--- src/rtl/median_sched_pkg.sv ---
// Shared types and default geometry for the 3x3 median pre-processing stage.
package median_sched_pkg;

  typedef enum logic [1:0] {
    IDLE  = 2'd0,
    READ  = 2'd1,
    DRAIN = 2'd2,
    DONE  = 2'd3
  } sched_state_e;

  localparam int DEF_IMG_W    = 9;
  localparam int DEF_IMG_H    = 9;
  localparam int DEF_BRAM_LAT = 1;

endpackage

--- src/rtl/median_sched_delay.sv ---
// LAT-deep shift register carrying {valid, row, col} so that the window
// qualifier lines up with the pixel data leaving the BRAM.
module median_sched_delay #(
  parameter int LAT   = 1,
  parameter int ROW_W = 4,
  parameter int COL_W = 4
) (
  input  logic             i_clk,
  input  logic             i_rst_n,
  input  logic             i_vld,
  input  logic [ROW_W-1:0] i_row,
  input  logic [COL_W-1:0] i_col,
  output logic             o_vld,
  output logic [ROW_W-1:0] o_row,
  output logic [COL_W-1:0] o_col
);

  localparam int DW = 1 + ROW_W + COL_W;

  logic [LAT-1:0][DW-1:0] pipe_q, pipe_d;

  always_comb begin
    pipe_d    = pipe_q;
    pipe_d[0] = {i_vld, i_row, i_col};
    for (int i = 1; i < LAT; i++) pipe_d[i] = pipe_q[i-1];
  end

  always_ff @(posedge i_clk or negedge i_rst_n) begin
    if (!i_rst_n) pipe_q <= '0;
    else          pipe_q <= pipe_d;
  end

  assign {o_vld, o_row, o_col} = pipe_q[LAT-1];

endmodule

--- src/rtl/median_window_scheduler.sv ---
// Raster-order BRAM read sequencer that flags each complete 3x3 window as it
// reaches the median datapath, honouring downstream hold.
module median_window_scheduler
  import median_sched_pkg::*;
#(
  parameter int IMG_W    = DEF_IMG_W,
  parameter int IMG_H    = DEF_IMG_H,
  parameter int BRAM_LAT = DEF_BRAM_LAT,
  parameter int ADDR_W   = $clog2(IMG_W*IMG_H)
) (
  input  logic                     i_clk,
  input  logic                     i_rst_n,
  input  logic                     i_start,
  input  logic                     i_hold,
  output logic                     o_bram_en,
  output logic [ADDR_W-1:0]        o_bram_addr,
  output logic                     o_win_valid,
  output logic [$clog2(IMG_H)-1:0] o_ctr_row,
  output logic [$clog2(IMG_W)-1:0] o_ctr_col,
  output logic                     o_busy,
  output logic                     o_done
);

  localparam int ROW_W = $clog2(IMG_H);
  localparam int COL_W = $clog2(IMG_W);
  localparam logic [ROW_W-1:0] ROW_LAST = ROW_W'(IMG_H-1);
  localparam logic [COL_W-1:0] COL_LAST = COL_W'(IMG_W-1);
  localparam logic [2:0]       DRN_LAST = 3'(BRAM_LAT-1);

  sched_state_e     state_q, state_d;
  logic [ROW_W-1:0] row_q, row_d;
  logic [COL_W-1:0] col_q, col_d;
  logic [ADDR_W-1:0] addr_q, addr_d;
  logic [2:0]       drn_cnt_q, drn_cnt_d;
  logic             issue;
  logic             win_vld;
  logic [ROW_W-1:0] win_row;
  logic [COL_W-1:0] win_col;

  always_comb begin
    state_d   = state_q;
    row_d     = row_q;
    col_d     = col_q;
    addr_d    = addr_q;
    drn_cnt_d = drn_cnt_q;
    issue     = 1'b0;
    unique case (state_q)
      IDLE: begin
        if (i_start) begin
          state_d = READ;
          row_d   = '0;
          col_d   = '0;
          addr_d  = '0;
        end
      end
      READ: begin
        issue = !i_hold;
        if (issue) begin
          // Address advances incrementally; it tracks row*IMG_W+col by construction.
          addr_d = addr_q + ADDR_W'(1);
          if (col_q == COL_LAST) begin
            col_d = '0;
            row_d = row_q + ROW_W'(1);
          end else begin
            col_d = col_q + COL_W'(1);
          end
          if (row_q == ROW_LAST && col_q == COL_LAST) begin
            state_d   = DRAIN;
            drn_cnt_d = '0;
          end
        end
      end
      DRAIN: begin
        if (drn_cnt_q == DRN_LAST) state_d = DONE;
        else                       drn_cnt_d = drn_cnt_q + 3'd1;
      end
      DONE:    state_d = IDLE;
      default: state_d = IDLE;
    endcase
  end

  always_ff @(posedge i_clk or negedge i_rst_n) begin
    if (!i_rst_n) begin
      state_q   <= IDLE;
      row_q     <= '0;
      col_q     <= '0;
      addr_q    <= '0;
      drn_cnt_q <= '0;
    end else begin
      state_q   <= state_d;
      row_q     <= row_d;
      col_q     <= col_d;
      addr_q    <= addr_d;
      drn_cnt_q <= drn_cnt_d;
    end
  end

  // Reading (r,c) with r>=2, c>=2 closes the window centred one up and one left.
  assign win_vld = issue && (row_q >= ROW_W'(2)) && (col_q >= COL_W'(2));
  assign win_row = row_q - ROW_W'(1);
  assign win_col = col_q - COL_W'(1);

  median_sched_delay #(
    .LAT   (BRAM_LAT),
    .ROW_W (ROW_W),
    .COL_W (COL_W)
  ) u_delay (
    .i_clk   (i_clk),
    .i_rst_n (i_rst_n),
    .i_vld   (win_vld),
    .i_row   (win_row),
    .i_col   (win_col),
    .o_vld   (o_win_valid),
    .o_row   (o_ctr_row),
    .o_col   (o_ctr_col)
  );

  assign o_bram_en   = issue;
  assign o_bram_addr = addr_q;
  assign o_busy      = (state_q != IDLE);
  assign o_done      = (state_q == DONE);

endmodule
--- config.mk ---
export PLATFORM = sky130hd
export DESIGN_NAME = median_window_scheduler
export DESIGN_NICKNAME = d
export VERILOG_FILES = /design/src/rtl/median_sched_pkg.sv /design/src/rtl/median_sched_delay.sv /design/src/rtl/median_window_scheduler.sv
export SDC_FILE = /design/constraint.sdc
export NUM_CORES = 1
export LEC_CHECK = 0
export BUFFER_PORTS_ARGS = -buffer_cell sky130_fd_sc_hd__buf_2
export CORE_MARGIN = 2
export CORE_UTILIZATION = 60
export DETAILED_ROUTE_END_ITERATION = 6
export GPL_TIMING_DRIVEN = 0
export MAX_ROUTING_LAYER = met4
export PLACE_DENSITY = 0.89
export SYNTH_ARGS = -nofsm -noshare
export SYNTH_HDL_FRONTEND = slang
export SYNTH_SLANG_ARGS = --single-unit
export TNS_END_PERCENT = 30
--- constraint.sdc ---
create_clock -name i_clk -period 4.95 [get_ports i_clk]
set_input_delay 0.99 -clock i_clk [delete_from_list [all_inputs] [get_ports i_clk]]
set_output_delay 0.99 -clock i_clk [all_outputs]
set_load 0.005 [all_outputs]
==> out/metrics.csv <==
stage;metric;value;unit
outcome;run status;complete, no violations;
synthesis;number of synthesized flops with an enable pin;0;
critical_path;largest fanout on the critical path;4;
critical_path;CP dominant cell by count;buf_2;
critical_path;Crit. Startpoint;i_hold;
global_route;gr usage total;21.11;%
sta;Fin. Hold Viols;0;
routing;vias per cell;5.780;
critical_path;FF-to-FF setup slack;2.90;ns
critical_path;reg2reg end;drn_cnt_q[2]$_DFFE_PN0P_;
routing;Final ANT Viol Nets;0;
clock_tree;Worst-path clk slew;0.08;ns
layout;most frequent cells in the layout;dfrtp_1 (29), buf_2 (25), inv_1 (15), ha_1 (15);
sta;Setup violations, final;0;
floorplanning;initial core utilization;64.09;%
layout;nets;203;
synthesis;Cell Area, Synth;1617;um2
critical_path;worst-path cell chain;buf_2 > nand2b_1 > inv_1 > buf_2;
critical_path;Worst path max stage delay;0.20;ns
routing;DR pass1 iterations;4;
floorplanning;row cnt;18;
floorplanning;Die W;55.91;um
synthesis;sequential-to-total area share from yosys stat;44.89;%
critical_path;Reg2Reg Depth;6;
synthesis;Synth area leaders;dfrtp_1 (45%), ha_1 (12%), nand3_1 (4.3%);
routing;wire length on met1;1.340;mm
sta;fin crit period;2.472;ns
synthesis;mux share of post-synthesis cell area;3.870;%
synthesis;flops & latches, synth;29;
floorplanning;core outline area;2522;um2
layout;most common cell after layout, fill and taps aside;dfrtp_1;
routing;Total Wirelength;3.050;mm
routing;Met3 Routed Length;162;um
floorplanning;I/O pins;23;
sta;Max Clock Skew;0.007950;ns
place;PortBufs;22;
synthesis;post-synth top area cell;dfrtp_1;
synthesis;ys async rst share;100.0;%
global_route;first-pass GRT wire length;5.009;mm
synthesis;Synth top area share;44.89;%
pwr;power per cell area;575.7;nW/um2
routing;Routed wire per std cell;14.25;um
sta;period utilization;49.93;%
floorplanning;DIE HEIGHT;55.91;um
pwr;Leakage;0.0008917;uW
clock_tree;H-Tree Depth;2;
global_route;initial antenna violation count;0;
routing;via count;1237;
sta;Setup TNS;0;ns
critical_path;Setup crit end kind;output pin;
critical_path;Worst Setup EP;o_bram_en;
critical_path;CP startpoint kind;primary input;
place;GPL Wtd Cong;0.7995;
synthesis;distinct cell type count after synthesis;41;
place;post-DP HPWL;2.224;mm
floorplanning;Die Area;3125;um2
critical_path;Worst R2R Start;col_q[0]$_DFFE_PN0P_;
synthesis;Gate Count Post-Synth;155;
clock_tree;Worst-Skew Late Latency;0.32;ns
synthesis;Synth Area in Compound Gates;11.69;%
global_route;vias in the first global route;1150;
critical_path;Worst Path Arrival;1.48;ns
global_route;GRT overflow;0;
sta;WHS;0.5521;ns
routing;DR WL met2;1.496;mm
sta;actual slew at the worst max-slew pin;0.6372;ns
clock_tree;post-cts hold buffer count;0;
clock_tree;postcts setup bufs;0;
global_route;largest net degree at the start of global routing;30;
synthesis;largest family of logic cells by synthesized area;simple AND/OR/NAND/NOR gates;
layout;Layout area overhead;12.54;%
run;number of max-cap violations;0;
routing;DRT iter0 DRCs;36;
sta;fmax;0.4046;GHz
clock_tree;Root Driver;clkbuf_4;
pwr;peak supply drop;0.4206;mV
critical_path;Worst EP required;3.96;ns
synthesis;post-synthesis xor/xnor area fraction;2.167;%
routing;# DRC;0;
sta;RSZ-0062 raised after global routing;no;
clock_tree;clk buf depth;2;
worst_hold_path;worst min-delay path class;flip-flop to flip-flop;
synthesis;Syn Area/Cell;10.43;um2
layout;share of cells above drive strength 1;23.37;%
synthesis;most common flop cell mapped by yosys;dfrtp_1;
sta;Slew HR;57.52;%
synthesis;syn_nets;174;
synthesis;Post-Synth Simple-Gate Area;19.74;%
clock_tree;CTS tree;yes;
sta;Slew Limit Fails;0;
synthesis;Syn. warnings;0;
routing;top sig layer;met4;
synthesis;Post-Synth Adder-Cell Area;11.61;%
critical_path;critical path's slowest cell;nand2b_1;
layout;# diodes;0;
clock_tree;PostCTS Resize Cnt;0;
clock_tree;CTS Buf Count;5;
critical_path;crit path kind;primary input to output pin;
clock_tree;Sinks on Clock Net;29;
-- area by class of cell --
class / instances / area [um2]
inverters: 15 / 56.30
multi-input cells: 104 / 793.3
flip-flops and latches: 29 / 725.7
clock buffers: 7 / 55.05
fillers: 186 / 703.2
repair buffers: 22 / 110.1
well taps: 30 / 37.54
plain buffers: 7 / 41.29
-- worst min-delay path by stage --
stage | start | to | slack [ns] | depth (start not counted)
after floorplan | o_bram_addr[6]$_DFFE_PN0P_ | o_bram_addr[6]$_DFFE_PN0P_ | 0.51 | 2
after global placement | o_bram_addr[6]$_DFFE_PN0P_ | o_bram_addr[6]$_DFFE_PN0P_ | 0.51 | 2
after detailed placement | o_bram_addr[6]$_DFFE_PN0P_ | o_bram_addr[6]$_DFFE_PN0P_ | 0.53 | 2
after CTS | o_bram_addr[6]$_DFFE_PN0P_ | o_bram_addr[6]$_DFFE_PN0P_ | 0.55 | 2
after global routing | o_bram_addr[6]$_DFFE_PN0P_ | o_bram_addr[6]$_DFFE_PN0P_ | 0.58 | 2
final | o_bram_addr[6]$_DFFE_PN0P_ | o_bram_addr[6]$_DFFE_PN0P_ | 0.55 | 2
-- through the flow --
| stage | cell area (um2) | util, % | std cells | setup slack [ns] | power (uW) |
|---|---|---|---|---|---|
| 3_3_place_gp | 1764 | 69.94 | 207 | 2.493 | 872.2 |
| 4_1_cts | 1819 | 72.12 | 214 | 2.490 | 1052 |
| 5_1_grt | 1819 | 72.12 | 214 | 2.474 | 1127 |
| 6_report | 1819 | 72.12 | 214 | 2.478 | 1047 |
| 2_1_floorplan | 1617 | - | 155 | 2.745 | 748.4 |
| 3_5_place_dp | 1764 | 69.94 | 207 | 2.490 | 906.1 |
-- layer usage --
layer	track usage (%)	vias to the layer above
li1	-	607
met4	8.503	0
met1	25.45	588
met2	33.84	36
met5	-	-
met3	5.581	6
-- cell usage after synthesis, drive strengths merged, types with 3 or more instances --
library cell / instances
xor2: 4
or4b: 3
ha: 15
dfrtp: 29
nand2: 14
nor2: 3
o21ai: 4
nor3: 5
mux2i: 4
buf: 5
inv: 15
or2: 3
a22o: 7
nand3: 14
-- registers in the layout (all words and copies together) (netlist names) --
name            count
u_delay.pipe_q      9
o_bram_addr         7
col_q               4
row_q               4
state_q             2
drn_cnt_q           3
-- critical path, delay by kind of cell --
family	cells	cell delay [ns]
buf+inv	3	0.29
simple gates	1	0.20
-- logic make-up after synthesis --
logic type,after synthesis
DFF,29
and+or+nand+nor,56
buffers and inverters,22
adders and majority gates,15
muxes,6
AOI/OAI and AO/OA,23
xor gates and xnor gates,4
-- power breakdown --
part           internal [uW]  switching [uW]  leakage, uW  total, uW
Sequential               323            65.0     0.000363        388
Clock                   66.9            77.5    0.0000314        144
Combinational            221             294     0.000497        515
Total                    610             437     0.000892       1050
Note: power is estimated with default switching activity, not from simulation.
